[src/rtl/addi_pkg.sv]
// Shared constants, field layout and types for the immediate-add sequencer.
package addi_pkg;

    localparam logic [5:0] OPC_ADDI  = 6'b001000;
    localparam logic [5:0] OPC_ADDIU = 6'b001001;

    localparam int OPC_MSB = 31;
    localparam int OPC_LSB = 26;
    localparam int RS_MSB  = 25;
    localparam int RS_LSB  = 21;
    localparam int RT_MSB  = 20;
    localparam int RT_LSB  = 16;
    localparam int IMM_MSB = 15;
    localparam int IMM_LSB = 0;

    typedef enum logic [2:0] {
        IDLE,
        DECODE,
        READ,
        EXEC,
        WRITE
    } seq_state_t;

    typedef struct packed {
        logic [4:0]  rs;
        logic [4:0]  rt;
        logic [31:0] imm_ext;
    } inst_fields_t;

    // Signed overflow of a + b: operands agree in sign, result does not.
    function automatic logic add_overflow(input logic [31:0] a,
                                          input logic [31:0] b,
                                          input logic [31:0] res);
        return (a[31] == b[31]) && (res[31] != a[31]);
    endfunction

endpackage

[src/rtl/addi_decode.sv]
// Combinational split of an instruction word into fields, with immediate
// sign extension and opcode classification.
module addi_decode #(
    parameter logic [5:0] OPC_ADDI  = addi_pkg::OPC_ADDI,
    parameter logic [5:0] OPC_ADDIU = addi_pkg::OPC_ADDIU
) (
    input  logic [31:0]           inst_i,
    output addi_pkg::inst_fields_t fields_o,
    output logic                  legal_o,
    output logic                  is_addi_o
);
    import addi_pkg::*;

    logic [5:0] opcode;

    assign opcode           = inst_i[OPC_MSB:OPC_LSB];
    assign fields_o.rs      = inst_i[RS_MSB:RS_LSB];
    assign fields_o.rt      = inst_i[RT_MSB:RT_LSB];
    assign fields_o.imm_ext = {{16{inst_i[IMM_MSB]}}, inst_i[IMM_MSB:IMM_LSB]};

    assign is_addi_o = (opcode == OPC_ADDI);
    assign legal_o   = (opcode == OPC_ADDI) || (opcode == OPC_ADDIU);

endmodule

[src/rtl/addi_sequencer.sv]
// Multi-cycle controller walking one add-immediate instruction through
// decode, register read, ALU execute and writeback.
module addi_sequencer #(
    parameter logic [5:0]  OPC_ADDI  = addi_pkg::OPC_ADDI,
    parameter logic [5:0]  OPC_ADDIU = addi_pkg::OPC_ADDIU,
    parameter int unsigned CNT_W     = 16
) (
    input  logic             clk,
    input  logic             rst_n,
    input  logic [31:0]      inst,
    input  logic             inst_valid,
    output logic             inst_ready,
    output logic [4:0]       rf_rs_addr,
    input  logic [31:0]      rf_rs_data,
    output logic             rf_we,
    output logic [4:0]       rf_wr_addr,
    output logic [31:0]      rf_wdata,
    output logic [31:0]      alu_a,
    output logic [31:0]      alu_b,
    input  logic [31:0]      alu_result,
    output logic             done,
    output logic             illegal_op,
    output logic             ovf_trap,
    output logic [CNT_W-1:0] retired
);
    import addi_pkg::*;

    seq_state_t       state_q,   state_d;
    logic [31:0]      inst_q,    inst_d;
    logic [31:0]      rs_q,      rs_d;
    logic [31:0]      res_q,     res_d;
    logic             ovf_q,     ovf_d;
    logic [CNT_W-1:0] retired_q, retired_d;

    inst_fields_t fields;
    logic         legal;
    logic         is_addi;

    addi_decode #(
        .OPC_ADDI  (OPC_ADDI),
        .OPC_ADDIU (OPC_ADDIU)
    ) u_decode (
        .inst_i    (inst_q),
        .fields_o  (fields),
        .legal_o   (legal),
        .is_addi_o (is_addi)
    );

    // NOTE: every variable gets a default before the case so no path leaves
    // one unassigned, which would otherwise infer a latch.
    always_comb begin
        state_d    = state_q;
        inst_d     = inst_q;
        rs_d       = rs_q;
        res_d      = res_q;
        ovf_d      = ovf_q;
        retired_d  = retired_q;
        inst_ready = 1'b0;
        rf_rs_addr = '0;
        rf_we      = 1'b0;
        rf_wr_addr = '0;
        rf_wdata   = '0;
        alu_a      = '0;
        alu_b      = '0;
        done       = 1'b0;
        illegal_op = 1'b0;
        ovf_trap   = 1'b0;

        case (state_q)
            IDLE: begin
                inst_ready = 1'b1;
                if (inst_valid) begin
                    inst_d  = inst;
                    state_d = DECODE;
                end
            end
            DECODE: begin
                if (legal) begin
                    state_d = READ;
                end else begin
                    done       = 1'b1;
                    illegal_op = 1'b1;
                    state_d    = IDLE;
                end
            end
            READ: begin
                rf_rs_addr = fields.rs;
                rs_d       = rf_rs_data;
                state_d    = EXEC;
            end
            EXEC: begin
                alu_a   = rs_q;
                alu_b   = fields.imm_ext;
                res_d   = alu_result;
                ovf_d   = add_overflow(rs_q, fields.imm_ext, alu_result);
                state_d = WRITE;
            end
            WRITE: begin
                done       = 1'b1;
                ovf_trap   = is_addi && ovf_q;
                // A write to register 0 is dropped without raising a trap.
                rf_we      = !ovf_trap && (fields.rt != 5'd0);
                rf_wr_addr = fields.rt;
                rf_wdata   = res_q;
                if (rf_we) begin
                    retired_d = retired_q + {{(CNT_W-1){1'b0}}, 1'b1};
                end
                state_d = IDLE;
            end
            default: begin
                state_d = IDLE;
            end
        endcase
    end

    // NOTE: state registers use non-blocking assignments so every flop
    // samples its next value from the same pre-edge snapshot.
    always_ff @(posedge clk) begin
        if (!rst_n) begin
            state_q   <= IDLE;
            inst_q    <= '0;
            rs_q      <= '0;
            res_q     <= '0;
            ovf_q     <= 1'b0;
            retired_q <= '0;
        end else begin
            state_q   <= state_d;
            inst_q    <= inst_d;
            rs_q      <= rs_d;
            res_q     <= res_d;
            ovf_q     <= ovf_d;
            retired_q <= retired_d;
        end
    end

    assign retired = retired_q;

endmodule

[config.mk]
export PLATFORM = sky130hd
export DESIGN_NAME = addi_sequencer
export DESIGN_NICKNAME = d
export VERILOG_FILES = /design/src/rtl/addi_pkg.sv /design/src/rtl/addi_decode.sv /design/src/rtl/addi_sequencer.sv
export SDC_FILE = /design/constraint.sdc
export NUM_CORES = 1
export LEC_CHECK = 0
export CORE_MARGIN = 2
export CORE_UTILIZATION = 45
export CTS_BUF_LIST = sky130_fd_sc_hd__clkbuf_8
export CTS_CLUSTER_DIAMETER = 150
export DETAILED_ROUTE_END_ITERATION = 7
export GPL_TIMING_DRIVEN = 0
export PLACE_DENSITY = 0.84
export SYNTH_ARGS = -nofsm -noshare
export SYNTH_HDL_FRONTEND = slang
export SYNTH_HIERARCHICAL = 1
export SYNTH_SLANG_ARGS = --single-unit
[constraint.sdc]
create_clock -name clk -period 5.05 [get_ports clk]
set_clock_uncertainty 0.15 [all_clocks]
set_input_delay 0.7575 -clock clk [delete_from_list [all_inputs] [get_ports clk]]
set_output_delay 0.7575 -clock clk [all_outputs]
set_load 0.02 [all_outputs]
==> impl_metrics.sql <==
INSERT INTO impl_metrics (metric_group, metric, value, unit) VALUES
('outcome', 'status', 'finished, final reports clean', ''),
('timing', 'setup-violations-final', '0', ''),
('global_route', 'antenna_found_initial', '0', ''),
('drt', 'ant_nets', '0', ''),
('clocking', 'clock_tree.root_cell', 'sky130_fd_sc_hd__clkbuf_8', ''),
('clocking', 'clkTransAtPathRegs', '0.07', 'ns'),
('logic_synthesis', 'ys_seq_area_share', '43.6', '%'),
('logic_synthesis', 'synthesis.area', '0.00533', 'mm^2'),
('clocking', 'cts-resized-gates', '0', ''),
('power', 'clockPowerShare', '40.7', '%'),
('timing', 'final_period_demand_of_the_worst_path', '4.04', 'ns'),
('power', 'p_int', '0.00148', 'W'),
('timing', 'worst-slew-pin-transition', '0.774', 'ns'),
('clocking', 'worst_skew_pair.late_latency', '0.41', 'ns'),
('power', 'power_switching', '0.000427', 'W'),
('finish', 'layout.cells.most_common_list', 'sky130_fd_sc_hd__clkdlybuf4s50_1, sky130_fd_sc_hd__nand2_1, sky130_fd_sc_hd__dfxtp_1, sky130_fd_sc_hd__a21oi_1, sky130_fd_sc_hd__and2_1', ''),
('global_route', 'grt_max_degree', '19', ''),
('clocking', 'cts_setup_buffers', '0', ''),
('logic_synthesis', 'postSynthAreaPerCell', '7.61', 'um^2'),
('logic_synthesis', 'postSynthRegisterBits', '116', ''),
('timing', 'max_clock_freq', '248', 'MHz'),
('timing', 'setup_repair_after_global_routing_missed_its_margin', 'no', ''),
('place', 'total_half_perimeter_wirelength_after_legalization_and_detailed_placement', '11300', 'um'),
('finish', 'final_util', '70.7', '%'),
('critical_path', 'path_class', 'register to output pin', ''),
('timing', 'relSlewSlack', '48.2', '%'),
('hold_path', 'worst_hold_startpoint', 'rs_q[2]$_SDFFE_PN0N_', ''),
('critical_path', 'cp_slowest_stage_delay', '0.63', 'ns'),
('clocking', 'cts_tree', 'built', ''),
('die', 'top_level_ports', '226', ''),
('drt', 'wl', '15200', 'um'),
('power', 'p_per_area', '235', 'mW/mm^2'),
('logic_synthesis', 'synthesized_net_count', '800', ''),
('drt', 'detail_route.vias_per_cell', '4.81', ''),
('power', 'power.share.sequential', '49.7', '%'),
('hold_path', 'min-delay-path-class', 'register to register', ''),
('die', 'floorplan.die_area', '0.0127', 'mm^2'),
('power', 'leakagePower', '2.99', 'nW'),
('finish', 'most_frequent_standard_cell_in_the_layout_excluding_fill_and_tap_cells', 'sky130_fd_sc_hd__clkdlybuf4s50_1', ''),
('critical_path', 'required_time_at_the_worst_slack_endpoint', '4.14', 'ns'),
('critical_path', 'cp_cell_sequence', 'nand2_1 -> nor2_1 -> buf_2 -> clkbuf_1 -> and2_1 -> clkdlybuf4s50_1', ''),
('finish', 'n_antenna_cell', '0', ''),
('die', 'floorplan.initialDensity', '46.5', '%'),
('drt', 'drc_errors', '0', ''),
('global_route', 'grt_overflow', '0', ''),
('global_route', 'total_grt_usage', '24.2', '%'),
('drt', 'router_iterations_before_antenna_repair', '4', ''),
('finish', 'ratio_of_cells_with_drive_above_1_in_the_final_layout', '7.96', '%'),
('place', 'placement.io_buffers', '225', ''),
('hold_path', 'hold_depth', '2', ''),
('power', 'pnr_total_power', '0.00191', 'W'),
('logic_synthesis', 'syn_inst', '700', ''),
('timing', 'final.period_utilization', '80.0', '%'),
('timing', 'finalMaxSlewViolations', '0', ''),
('die', 'core-area', '0.0115', 'mm^2'),
('finish', 'finalNetCount', '1044', ''),
('critical_path', 'worst_setup_path_end_kind', 'output pin', ''),
('critical_path', 'r2r_start', 'state_q[0]$_SDFFE_PN0P_', ''),
('flow_run', 'cap_violations', '0', ''),
('die', 'y_dimension_of_the_die', '113', 'um'),
('die', 'die_x', '113', 'um'),
('critical_path', 'r2r_end', 'res_q[26]$_SDFFE_PN0N_', ''),
('critical_path', 'worstPathArrival', '3.13', 'ns'),
('drt', 'detailroute.via_count', '5281', ''),
('hold_path', 'whs_endpoint', 'rs_q[2]$_SDFFE_PN0N_', ''),
('drt', 'drt-initial-drc-count', '394', ''),
('finish', 'synthesis_to_layout_area_growth', '52.2', '%'),
('die', 'row_count', '39', ''),
('critical_path', 'critPathSlowestCell', 'sky130_fd_sc_hd__clkdlybuf4s50_1', ''),
('clocking', 'clock-sinks', '116', ''),
('clocking', 'cts_buffer_depth', '2', '');
[Yosys cell counts]
cell,number,share of area [%]
sky130_fd_sc_hd__a21oi_1,106,10
sky130_fd_sc_hd__o21ai_0,2,0.19
sky130_fd_sc_hd__nand2_1,203,14
sky130_fd_sc_hd__a211oi_1,1,0.14
sky130_fd_sc_hd__mux2i_1,3,0.56
sky130_fd_sc_hd__nor3b_4,1,0.35
sky130_fd_sc_hd__or2_2,2,0.23
sky130_fd_sc_hd__dfxtp_1,116,44
sky130_fd_sc_hd__buf_6,1,0.21
sky130_fd_sc_hd__nor2_1,9,0.63
sky130_fd_sc_hd__a311oi_1,1,0.16
sky130_fd_sc_hd__a31o_2,1,0.16
sky130_fd_sc_hd__clkbuf_1,46,3.2
sky130_fd_sc_hd__o31a_1,2,0.33
sky130_fd_sc_hd__nand4_1,3,0.35
sky130_fd_sc_hd__or3_1,1,0.12
sky130_fd_sc_hd__buf_4,43,6.1
sky130_fd_sc_hd__or3b_2,1,0.16
sky130_fd_sc_hd__o31ai_1,8,1.1
sky130_fd_sc_hd__and3_1,6,0.70
sky130_fd_sc_hd__nor4_1,5,0.59
sky130_fd_sc_hd__xnor2_1,1,0.16
sky130_fd_sc_hd__nand3b_1,2,0.28
sky130_fd_sc_hd__nor3_1,1,0.094
sky130_fd_sc_hd__nand2b_1,4,0.47
sky130_fd_sc_hd__buf_2,2,0.19
sky130_fd_sc_hd__o211ai_4,1,0.40
sky130_fd_sc_hd__nor4b_1,1,0.16
sky130_fd_sc_hd__o21a_1,2,0.28
sky130_fd_sc_hd__and2_1,103,12
sky130_fd_sc_hd__and4_1,2,0.33
sky130_fd_sc_hd__inv_1,4,0.28
sky130_fd_sc_hd__or4_1,10,1.4
sky130_fd_sc_hd__ha_1,1,0.23
sky130_fd_sc_hd__nand3_1,5,0.47
[flip-flops by register name (all words and copies together) (netlist names)]
register,cells
retired,16
inst_q,32
state_q,3
ovf_q,1
res_q,32
rs_q,32
[power groups by stage]
stage,sequential [W],combinational (W),clock (W)
floorplan,0.000964,0.0000821,0
global placement,0.000966,0.000183,0
detailed placement,0.000967,0.000184,0
CTS,0.000947,0.000186,0.000790
global route,0.000949,0.000203,0.000841
finish,0.000947,0.000184,0.000775
[cell families (layout without fill, tap and decap cells)]
logic type | Yosys count | count (layout) | share of synthesized area (%)
compound gates | 124 | 124 | 12.7
xor+xnor | 1 | 1 | 0.164
fa+ha+maj | 1 | 1 | 0.235
buf+inv | 96 | 351 | 9.98
flops | 116 | 116 | 43.6
mux | 3 | 3 | 0.563
simple gates | 359 | 359 | 32.7
[worst max path at each step]
| stage | start | endpoint | slack [ns] | cells after the start |
|---|---|---|---|---|
| after floorplan | state_q[1]$_SDFFE_PN0P_ | done | 2.50 | 3 |
| after global placement | state_q[0]$_SDFFE_PN0P_ | alu_b[1] | 1.37 | 6 |
| after detailed placement | state_q[0]$_SDFFE_PN0P_ | alu_b[0] | 1.38 | 6 |
| after CTS | state_q[0]$_SDFFE_PN0P_ | alu_b[1] | 0.94 | 6 |
| after global routing | state_q[0]$_SDFFE_PN0P_ | alu_b[31] | 0.72 | 6 |
| final | state_q[0]$_SDFFE_PN0P_ | alu_b[31] | 1.01 | 6 |
[routing by layer]
layer  up-vias  track usage, %  part of all wire [%]
met5         -               0                     0
met4         0            7.56                   1.6
met3        19            8.25                   8.7
met2       182            40.5                    48
met1      2360            29.3                    42
li1       2720               -                     -
[cell type report]
type	instances	area, um^2
fill	993	3360
multi-input combinational	488	2480
sequential	116	2320
timing repair buffer	225	2250
buffer	92	517
clock buffer	18	248
tap	143	179
clock inverter	12	103
inverter	4	15.0
[worst max-delay path: cells and delay by family (launching register included)]
kind	cells	cell delay, ns
buffers and inverters	3	1.36
and+or+nand+nor	3	0.89
DFF	1	0.47
[stage by stage]
step           hold WS, ns  instances  worst slack, ns  area, um^2
2_1_floorplan        0.281        700             2.50        5330
3_3_place_gp         0.287       1068             1.37        7760
3_5_place_dp         0.292       1068             1.38        7760
4_1_cts              0.301       1098            0.941        8110
5_1_grt              0.311       1098            0.723        8110
6_report             0.299       1098             1.01        8110
Note: power is estimated with default switching activity, not from simulation.
